### config.mk
export PLATFORM = sky130hd
export DESIGN_NAME = buffer_rr_arbiter
export DESIGN_NICKNAME = d
export VERILOG_FILES = /design/src/rtl/buffer_rr_arbiter.sv
export SDC_FILE = /design/constraint.sdc
export NUM_CORES = 1
export LEC_CHECK = 0
export ABC_AREA = 1
export ABC_CLOCK_PERIOD_IN_PS = 4400
export CAP_MARGIN = 40
export CORE_UTILIZATION = 40
export DETAILED_ROUTE_END_ITERATION = 6
export PLACE_DENSITY_LB_ADDON = 0.2
export SYNTH_ARGS = -nofsm -noshare
export SYNTH_HDL_FRONTEND = slang
export SYNTH_SLANG_ARGS = --single-unit
### constraint.sdc
create_clock -name clk -period 4.4 [get_ports clk]
set_input_delay 0.88 -clock clk [delete_from_list [all_inputs] [get_ports clk]]
set_output_delay 0.88 -clock clk [all_outputs]
set_load 0.05 [all_outputs]
### src/rtl/buffer_rr_arbiter.sv
// Round-robin scheduler draining N_IN read-side flow buffers into one tagged word stream.
// Define BUFFER_RR_ARBITER_FIXED_PRIO_EN to make every arbitration start at index 0.
module buffer_rr_arbiter #(
    parameter int N_IN  = 4,
    parameter int WIDTH = 32,
    parameter int BURST = 4,
    localparam int LOG_N = (N_IN > 1) ? $clog2(N_IN) : 1
) (
    input  logic                    clk,
    input  logic                    rst_n,
    input  logic [N_IN-1:0]         in_full,
    input  logic [N_IN*WIDTH-1:0]   in_data,
    output logic [N_IN-1:0]         in_delete,
    input  logic                    out_ready,
    output logic                    out_nd,
    output logic [WIDTH-1:0]        out_data,
    output logic [LOG_N-1:0]        out_src,
    output logic                    grant_active
);

    localparam int CNT_W = $clog2(BURST + 1);

    localparam logic [0:0] ST_IDLE  = 1'b0;
    localparam logic [0:0] ST_SERVE = 1'b1;

    logic [0:0]       state_r;
    logic [LOG_N-1:0] ptr_r;
    logic [LOG_N-1:0] grant_r;
    logic [CNT_W-1:0] count_r;
    logic             out_nd_r;
    logic [WIDTH-1:0] out_data_r;
    logic [LOG_N-1:0] out_src_r;

    logic [LOG_N-1:0] search_base_s;
    logic [LOG_N-1:0] next_idx_s;
    logic             found_s;
    logic             pop_s;
    logic             grant_full_s;
    logic             last_word_s;
    logic [LOG_N-1:0] grant_inc_s;
    logic [WIDTH-1:0] grant_data_s;

`ifdef BUFFER_RR_ARBITER_FIXED_PRIO_EN
    assign search_base_s = '0;
`else
    assign search_base_s = ptr_r;
`endif

    // First full input at or after the search base, wrapping; later offsets are overwritten by earlier ones.
    always_comb begin
        int idx_v;
        found_s    = 1'b0;
        next_idx_s = '0;
        idx_v      = 0;
        for (int k = N_IN - 1; k >= 0; k--) begin
            idx_v = int'(search_base_s) + k;
            if (idx_v >= N_IN) begin
                idx_v = idx_v - N_IN;
            end else begin
                idx_v = idx_v;
            end
            if (in_full[idx_v]) begin
                found_s    = 1'b1;
                next_idx_s = LOG_N'(idx_v);
            end else begin
                found_s    = found_s;
            end
        end
    end

    assign grant_full_s = in_full[grant_r];
    assign grant_data_s = in_data[grant_r*WIDTH +: WIDTH];
    // Reset gating keeps a mid-burst reset from popping a word that would never be emitted.
    assign pop_s        = rst_n & (state_r == ST_SERVE) & out_ready & grant_full_s;
    assign last_word_s  = (count_r == CNT_W'(BURST - 1));
    assign grant_inc_s  = (grant_r == LOG_N'(N_IN - 1)) ? '0 : grant_r + LOG_N'(1);

    // Pop strobe goes back to the granted buffer in the same cycle.
    always_comb begin
        in_delete = '0;
        if (pop_s) begin
            in_delete[grant_r] = 1'b1;
        end else begin
            in_delete = '0;
        end
    end

    // Arbitration state, burst counting and the registered output word.
    always_ff @(posedge clk) begin
        if (!rst_n) begin
            state_r    <= ST_IDLE;
            ptr_r      <= '0;
            grant_r    <= '0;
            count_r    <= '0;
            out_nd_r   <= 1'b0;
            out_data_r <= '0;
            out_src_r  <= '0;
        end else begin
            out_nd_r <= pop_s;
            if (pop_s) begin
                out_data_r <= grant_data_s;
                out_src_r  <= grant_r;
            end
            case (state_r)
                ST_IDLE: begin
                    if (found_s) begin
                        grant_r <= next_idx_s;
                        count_r <= '0;
                        state_r <= ST_SERVE;
                    end
                end
                ST_SERVE: begin
                    if (!grant_full_s || (pop_s && last_word_s)) begin
                        state_r <= ST_IDLE;
`ifndef BUFFER_RR_ARBITER_FIXED_PRIO_EN
                        ptr_r   <= grant_inc_s;
`endif
                    end else if (pop_s) begin
                        count_r <= count_r + CNT_W'(1);
                    end
                end
                default: begin
                    state_r <= ST_IDLE;
                end
            endcase
        end
    end

    assign out_nd       = out_nd_r;
    assign out_data     = out_data_r;
    assign out_src      = out_src_r;
    assign grant_active = (state_r == ST_SERVE);

endmodule

# Word level (Yosys, flattened, before mapping)

Index checks and enable logic that the tools add are counted.

Order comparisons: 10
Equality and inequality tests: 5
Shift operators: 1
Add/subtract/negate cells: 9
Reduce and logical (&&, ||, !) cells: 7
Bitwise operators: 4
Mux-type cells: 37

Operators by type and width:

| cell                  | count |
|---|---|
| $lt A32 B4 Y1 const B | 4 |
| $mux W32              | 4 |
| $shiftx A128 B8 Y32   | 1 |
| $mux W1               | 16 |
| $sub A3 B3 Y4 const B | 3 |
| $bmux W1 S2           | 5 |
| $mux W2               | 5 |
| $ge A3 B3 Y1 const B  | 3 |
| $mux W3               | 3 |
| $add A2 B2 Y3 const B | 2 |
| $pmux W3 S2           | 1 |
| $mux W4               | 1 |
| $ne A2 B2 Y1 const B  | 2 |
| $reduce_and A2 Y1     | 2 |
| $sub A2 B3 Y4 const B | 1 |
| $add A2 B1 Y3 const B | 1 |
| $add A3 B1 Y3 const B | 1 |
| $and A1 B1 Y1         | 3 |
| $eq A3 B2 Y1 const B  | 1 |
| $ge A2 B3 Y1 const B  | 1 |
| $lt A2 B3 Y1 const B  | 1 |
| $reduce_and A3 Y1     | 1 |
| $add A2 B1 Y2 const B | 1 |
| $demux W1 S2          | 1 |
| 8 further kinds       | 9 |

Input port bits: 135
Word-level logic and storage cells: 80
Bits in registers: 43
Output and inout port bits: 40

# Logic depth before layout (Yosys ltp)

Gate-level depths: netlist of the first run.

Depth in word-level cells: 12
Mapped depth: 12
Depth with buffers taken out: 11

# Worst setup path before layout of the first run

Ideal clock, no wire load.

Path kind: input to output
From: input port in_full[1]
To: output port in_delete[0]
Slack: 1.388 ns
Buffers on the path: 2
Arrival: 2.132 ns
Stages: 8
Data required time: 3.520 ns
Cells stage by stage: nand2_1 -> nand2_1 -> nand2_1 -> o21ai_2 -> nand2_1 -> buf_6 -> buf_4 -> nor2_1

Cells in the longest elaborated chain, start to end: 4

RTL lines:

| what                          | RTL line | text |
|---|---|---|
| start, declared               | 11       | `input logic [N_IN-1:0] in_full,` |
| $bmux W1 S2                   | 71       | `assign grant_full_s = in_full[grant_r];` |
| $mux W1 (implied by the code) | 71       |  |
| $and A1 B1 Y1                 | 74       | `assign pop_s = rst_n & (state_r == ST_SERVE) & out_ready & grant_full_s;` |
| $mux W4                       | 81       | `if (pop_s) begin` |
| end, declared                 | 13       | `output logic [N_IN-1:0] in_delete,` |

No other way between the ends. The select of a mux whose other input is x is not followed.

# Worst setup path in the final report of the first run

From: input port in_full[3]
To: output port in_delete[0]

Same word-level chain as after synthesis.

==> flow_summary.json, run 1 <==
{
  "total_leakage_power_uw": 0.00176,
  "grt_pass1_vias": 3300,
  "initial_core_util": 0.422,
  "slowest_stage": "clkdlybuf4s50_1",
  "reg2reg_depth": 10,
  "cts_max_path_buffers": 2,
  "r2r-start": "grant_r[0]",
  "synth_top_area_share": 0.316,
  "syn_avg_cell_area_um2": 6.10,
  "die_h_um": 84.5,
  "final_nets": 743,
  "grt.overflow.total": 0,
  "cp_data_arrival_time_ps": 2470,
  "drive_above_1_share": 0.0431,
  "routabilityCongestion": 0.816,
  "synth_fp_nets": 588,
  "critical_path.max_fanout": 14,
  "met3_length_um": 785,
  "path_clk_slew_ps": 80,
  "synth_seq_cells": 43,
  "ys_seq_area_frac": 0.316,
  "min-delay-start": "out_data[4]",
  "numCtsBuffers": 5,
  "finalSetupTns_ps": 0,
  "rows": 29,
  "crit_path_start": "in_full[3]",
  "setup_viol": 0,
  "routedWlPerCell_um": 13.6,
  "fin_skew_ps": 2.93,
  "violations": "DRC",
  "grt_pass1_wl_um": 14700,
  "clk_root_buffer_cell": "clkbuf_8",
  "yosysWarnings": 0,
  "num_vias": 3509,
  "firstDrtPassIters": 7,
  "vdd_drop_max_uv": 289,
  "grtUsageTotal": 0.252,
  "met2_wirelength_um": 4720,
  "worst-r2r-setup-slack_ps": 1650,
  "worst_path_most_repeated_cell": "nor2_1",
  "clk_latency_ps": 290,
  "cts_tree": "done",
  "grt_max_degree": 70,
  "fill_cells": 584,
  "design.die.area_um2": 7150,
  "drt_wl_total_um": 9270,
  "slowest_delay_ps": 540,
  "holdWs_ps": 465,
  "yosys-top-cells-area": "dfxtp_1, nand2_1, o21ai_0, nor2_1, a21oi_1",
  "worstMarginPinSlew_ps": 645,
  "route.detailed.drc": 12,
  "area_growth_pct": 67.1,
  "whs_path_depth": 2,
  "core_area_um2": 6460,
  "syn-instance-count": 447,
  "slew_violations": 0,
  "detail-route-antenna-nets": 0,
  "dieWidth_um": 84.5,
  "netlist_area_um2": 2730,
  "ios": 175,
  "diodes": 0,
  "cts_sinks": 43,
  "rsz0062_at_grt": "false",
  "min_to": "out_data[4]",
  "min_period_over_period": 0.761,
  "hp-class": "reg -> reg",
  "worst-setup-path-type": "in -> out",
  "antenna_found_initial": 0,
  "path_cells": "clkdlybuf4s50_1 -> nor2_1 -> o21ai_2 -> nand2_1 -> nor2_1 -> buf_4",
  "top_layer": "met4",
  "required_ps": 3520,
  "htreeDepth": 2,
  "endpoint_kind": "primary output",
  "viasPerCell": 5.16,
  "status": "finished with violations",
  "drtIter0Drc": 148,
  "yosysTopAreaCell": "dfxtp_1",
  "final_cell_mix": "clkdlybuf4s50_1, nand2_1, nor2_1, o21ai_0, dfxtp_1",
  "cp-start-kind": "input pin",
  "fmax_mhz": 299,
  "dp_hpwl_um": 6740,
  "relSlewSlack": 0.570,
  "finalPower_uw": 1960,
  "p_per_area_nw_per_um2": 431,
  "timing.rr.end": "out_src[0]",
  "hold_violations": 0,
  "post-route-min-period_ps": 3350,
  "post_cts.repair.setup_buffers": 0,
  "cts_resized": 0,
  "final_common_cell": "clkdlybuf4s50_1",
  "hold_buffers": 0,
  "yosysUniqueCellTypes": 22,
  "cap_violations": 0,
  "wl_met1_um": 3660,
  "numPortBuffers": 174
}
-- state kept, by name, indices dropped and copies added (netlist names) --
| register | flops |
|---|---|
| out_data | 32 |
| ptr_r | 2 |
| count_r | 3 |
| grant_r | 2 |
| out_src | 2 |
| grant_active | 1 |
| out_nd | 1 |
-- through the flow --
step | std cells | instance area (um^2) | util | setup WS [ps]
floorplan | 447 | 2730 | - | 1390
global placement | 672 | 4440 | 0.688 | 1110
detailed placement | 672 | 4440 | 0.688 | 1040
CTS | 680 | 4550 | 0.705 | 1040
global route | 680 | 4550 | 0.705 | 920
finish | 680 | 4550 | 0.705 | 1050
-- per-layer routing --
layer	track usage	vias to the layer above
li1	-	1797
met1	0.274	1565
met4	0.0555	0
met3	0.0826	10
met2	0.472	137
met5	0	-
-- Yosys cell counts --
master	n
nand2_2	1
nand2_1	112
o21ai_2	2
nand3_1	5
a211oi_1	1
ha_1	6
inv_1	17
clkbuf_1	19
o21a_1	1
nand4_1	1
a31oi_1	1
and2_1	1
o21ai_0	69
buf_2	7
o22ai_1	32
inv_2	2
dfxtp_1	43
nand3_2	1
a21oi_1	40
nor2_1	80
buf_4	4
buf_6	2
-- power breakdown --
group	total [uW]	switching [uW]	internal (uW)
clock network	301	132	169
logic	1160	727	436
registers	499	54.1	445
-- cell type report --
type                       count  area, um^2  share of cell area
clock buffer                   5        68.8              0.0151
tap                           77        96.3              0.0212
multi-input combinational    353        1630               0.359
inverter                      19        71.3              0.0157
sequential                    43         862               0.189
timing repair buffer         180        1780               0.390
clock inverter                 3        43.8             0.00962
-- worst max-delay path: cells and delay by family --
kind | cells | cell delay [ps]
buffers and inverters | 2 | 760
and+or+nand+nor | 3 | 630
AOI/OAI and AO/OA | 1 | 200
-- cell families (layout without fill, tap and decap cells) --
| kind of cell | after synthesis | in the layout | synth area share |
|---|---|---|---|
| compound gates | 146 | 146 | 0.288 |
| fa+ha+maj | 6 | 6 | 0.0275 |
| simple gates | 201 | 201 | 0.284 |
| buf+inv | 51 | 207 | 0.0845 |
| flops | 43 | 43 | 0.316 |
-- worst max path at each step --
stage	to	slack, ps	cells past startpoint
floorplan	in_delete[0]	1390	8
global placement	in_delete[1]	1110	8
detailed placement	in_delete[0]	1040	6
CTS	in_delete[0]	1040	6
global route	in_delete[0]	920	8
finish	in_delete[0]	1050	6
No activity file was read; power rests on OpenSTA's default activity.
==> run 2: changes to the inputs <==
Settings changed: ABC_CLOCK_PERIOD_IN_PS 4400 to 2800, CORE_UTILIZATION 40 to 33.
Clock period 4.4 ns to 2.8 ns, I/O delays scaled along.
==> run 2 against run 1 <==
Compared with the run above:
- the run now ends clean
- sequential share of layout area is 0.39 points lower
- flip-flop and latch count stayed put
- critical endpoint is now in_delete[1]
- highest routed layer unchanged
- first-iteration DRC count is 25% lower
- clock power is 65% higher
- global-route usage is 3.6 points lower
==> flow_summary.json, run 2 (synthesis results as in run 1) <==
{
  "status": "finished clean",
  "critical_path.max_fanout": 12,
  "endpoint_kind": "primary output",
  "final_common_cell": "clkdlybuf4s50_1",
  "timing.rr.end": "count_r[1]",
  "whs_path_depth": 2,
  "area_growth_pct": 70.6,
  "drtIter0Drc": 111,
  "total_leakage_power_uw": 0.00179,
  "viasPerCell": 4.89,
  "required_ps": 2240,
  "vdd_drop_max_uv": 257,
  "fin_skew_ps": 5.77,
  "rsz0062_at_grt": "false",
  "path_clk_slew_ps": 80,
  "r2r-start": "grant_r[1]",
  "detail-route-antenna-nets": 0,
  "clk_root_buffer_cell": "clkbuf_8",
  "finalPower_uw": 3160,
  "numPortBuffers": 174,
  "dp_hpwl_um": 7060,
  "setup_viol": 0,
  "routabilityCongestion": 0.798,
  "pwr-share-seq": 0.244,
  "min_to": "out_data[5]",
  "reg2reg_depth": 11,
  "htreeDepth": 2,
  "clock_power_share": 0.158,
  "dieWidth_um": 92.9,
  "grt_pass1_vias": 3284,
  "cts_tree": "done",
  "slew_violations": 0,
  "drive_above_1_share": 0.0542,
  "hold_violations": 0,
  "route.detailed.drc": 0,
  "design.die.area_um2": 8630,
  "rows": 32,
  "fmax_mhz": 395,
  "worstMarginPinSlew_ps": 542,
  "numCtsBuffers": 5,
  "largest_register_ffs": 32,
  "share_comb_of_total_power": 0.598,
  "grt.overflow.total": 0,
  "worst-setup-path-type": "in -> out",
  "firstDrtPassIters": 7,
  "min-delay-start": "out_data[5]",
  "finalSetupTns_ps": 0,
  "p_per_area_nw_per_um2": 679,
  "clk_latency_ps": 300,
  "grtUsageTotal": 0.216,
  "cts_max_path_buffers": 2,
  "cap_violations": 0,
  "initial_core_util": 0.347,
  "final_cell_mix": "clkdlybuf4s50_1, nand2_1, nor2_1, o21ai_0, dfxtp_1",
  "diodes": 0,
  "worst-r2r-setup-slack_ps": 1020,
  "p_int_uw": 1710,
  "cp_data_arrival_time_ps": 1970,
  "core_area_um2": 7850,
  "drt_wl_total_um": 9360,
  "p_switching_uw": 1440,
  "post-route-min-period_ps": 2530,
  "final_nets": 749,
  "grt_max_degree": 48,
  "relSlewSlack": 0.637,
  "routedWlPerCell_um": 13.2,
  "crit_path_start": "rst_n",
  "post_cts.repair.setup_buffers": 0,
  "ios": 175,
  "min_period_over_period": 0.904,
  "num_vias": 3474,
  "cts_sinks": 43,
  "switching_share": 0.457,
  "design_area_um2": 4650,
  "antenna_found_initial": 0,
  "place_area_um2": 4530,
  "hp-class": "reg -> reg",
  "die_h_um": 92.9,
  "cp-start-kind": "input pin",
  "grt_pass1_wl_um": 14800
}
## run 2: cell type report
type	instances	area (um^2)
clock buffers	6	82.6
clock inverters	2	35.0
fillers	759	3200
inverters	19	71.3
multi-input cells	353	1640
flip-flops and latches	43	862
well taps	102	128
repair buffers	186	1830
## run 2: repair_timing
action,4_1_cts,5_1_grt
endpoints found under the setup margin,0,4
hold endpoints to repair,0,0
hold buffers,0,0
resized for setup,0,1
## run 2: critical path, cell delays in order
cell and delay (ps):
clkdlybuf4s50_1 570, inv_1 80, nor2_1 170, nand2_2 210, nor2_1 160, buf_4 210
## run 2: metal layers
metal,up-vias,global-route usage,part of all wire
li1,1813,-,-
met1,1531,0.230,0.41
met2,122,0.410,0.49
met3,8,0.0698,0.091
met4,0,0.0462,0.0091
met5,-,0,0
## run 2: power by group through the flow
stage                     Clock [uW]  Combinational, uW  Sequential (uW)
after floorplan                    0               1140              930
after global placement             0               1870              780
after detailed placement           0               1900              782
after CTS                        509               1900              769
after global routing             537               2110              783
final                            498               1890              770
## run 2: worst max path at each step
| stage | end | slack (ps) | depth (start not counted) |
|---|---|---|---|
| after floorplan | in_delete[0] | 290 | 6 |
| after CTS | in_delete[1] | 120 | 6 |
| after global placement | in_delete[1] | 170 | 6 |
| final | in_delete[1] | 270 | 6 |
| after global routing | in_delete[1] | 90 | 6 |
| after detailed placement | in_delete[1] | 120 | 6 |
## run 2: metrics by stage
step,utilization,setup slack (ps),cells,hold WS [ps]
6_report,0.592,269,711,463
5_1_grt,0.592,86.2,711,480
4_1_cts,0.592,123,711,469
3_5_place_dp,0.577,120,703,456
3_3_place_gp,0.577,168,703,451
2_1_floorplan,-,288,447,459
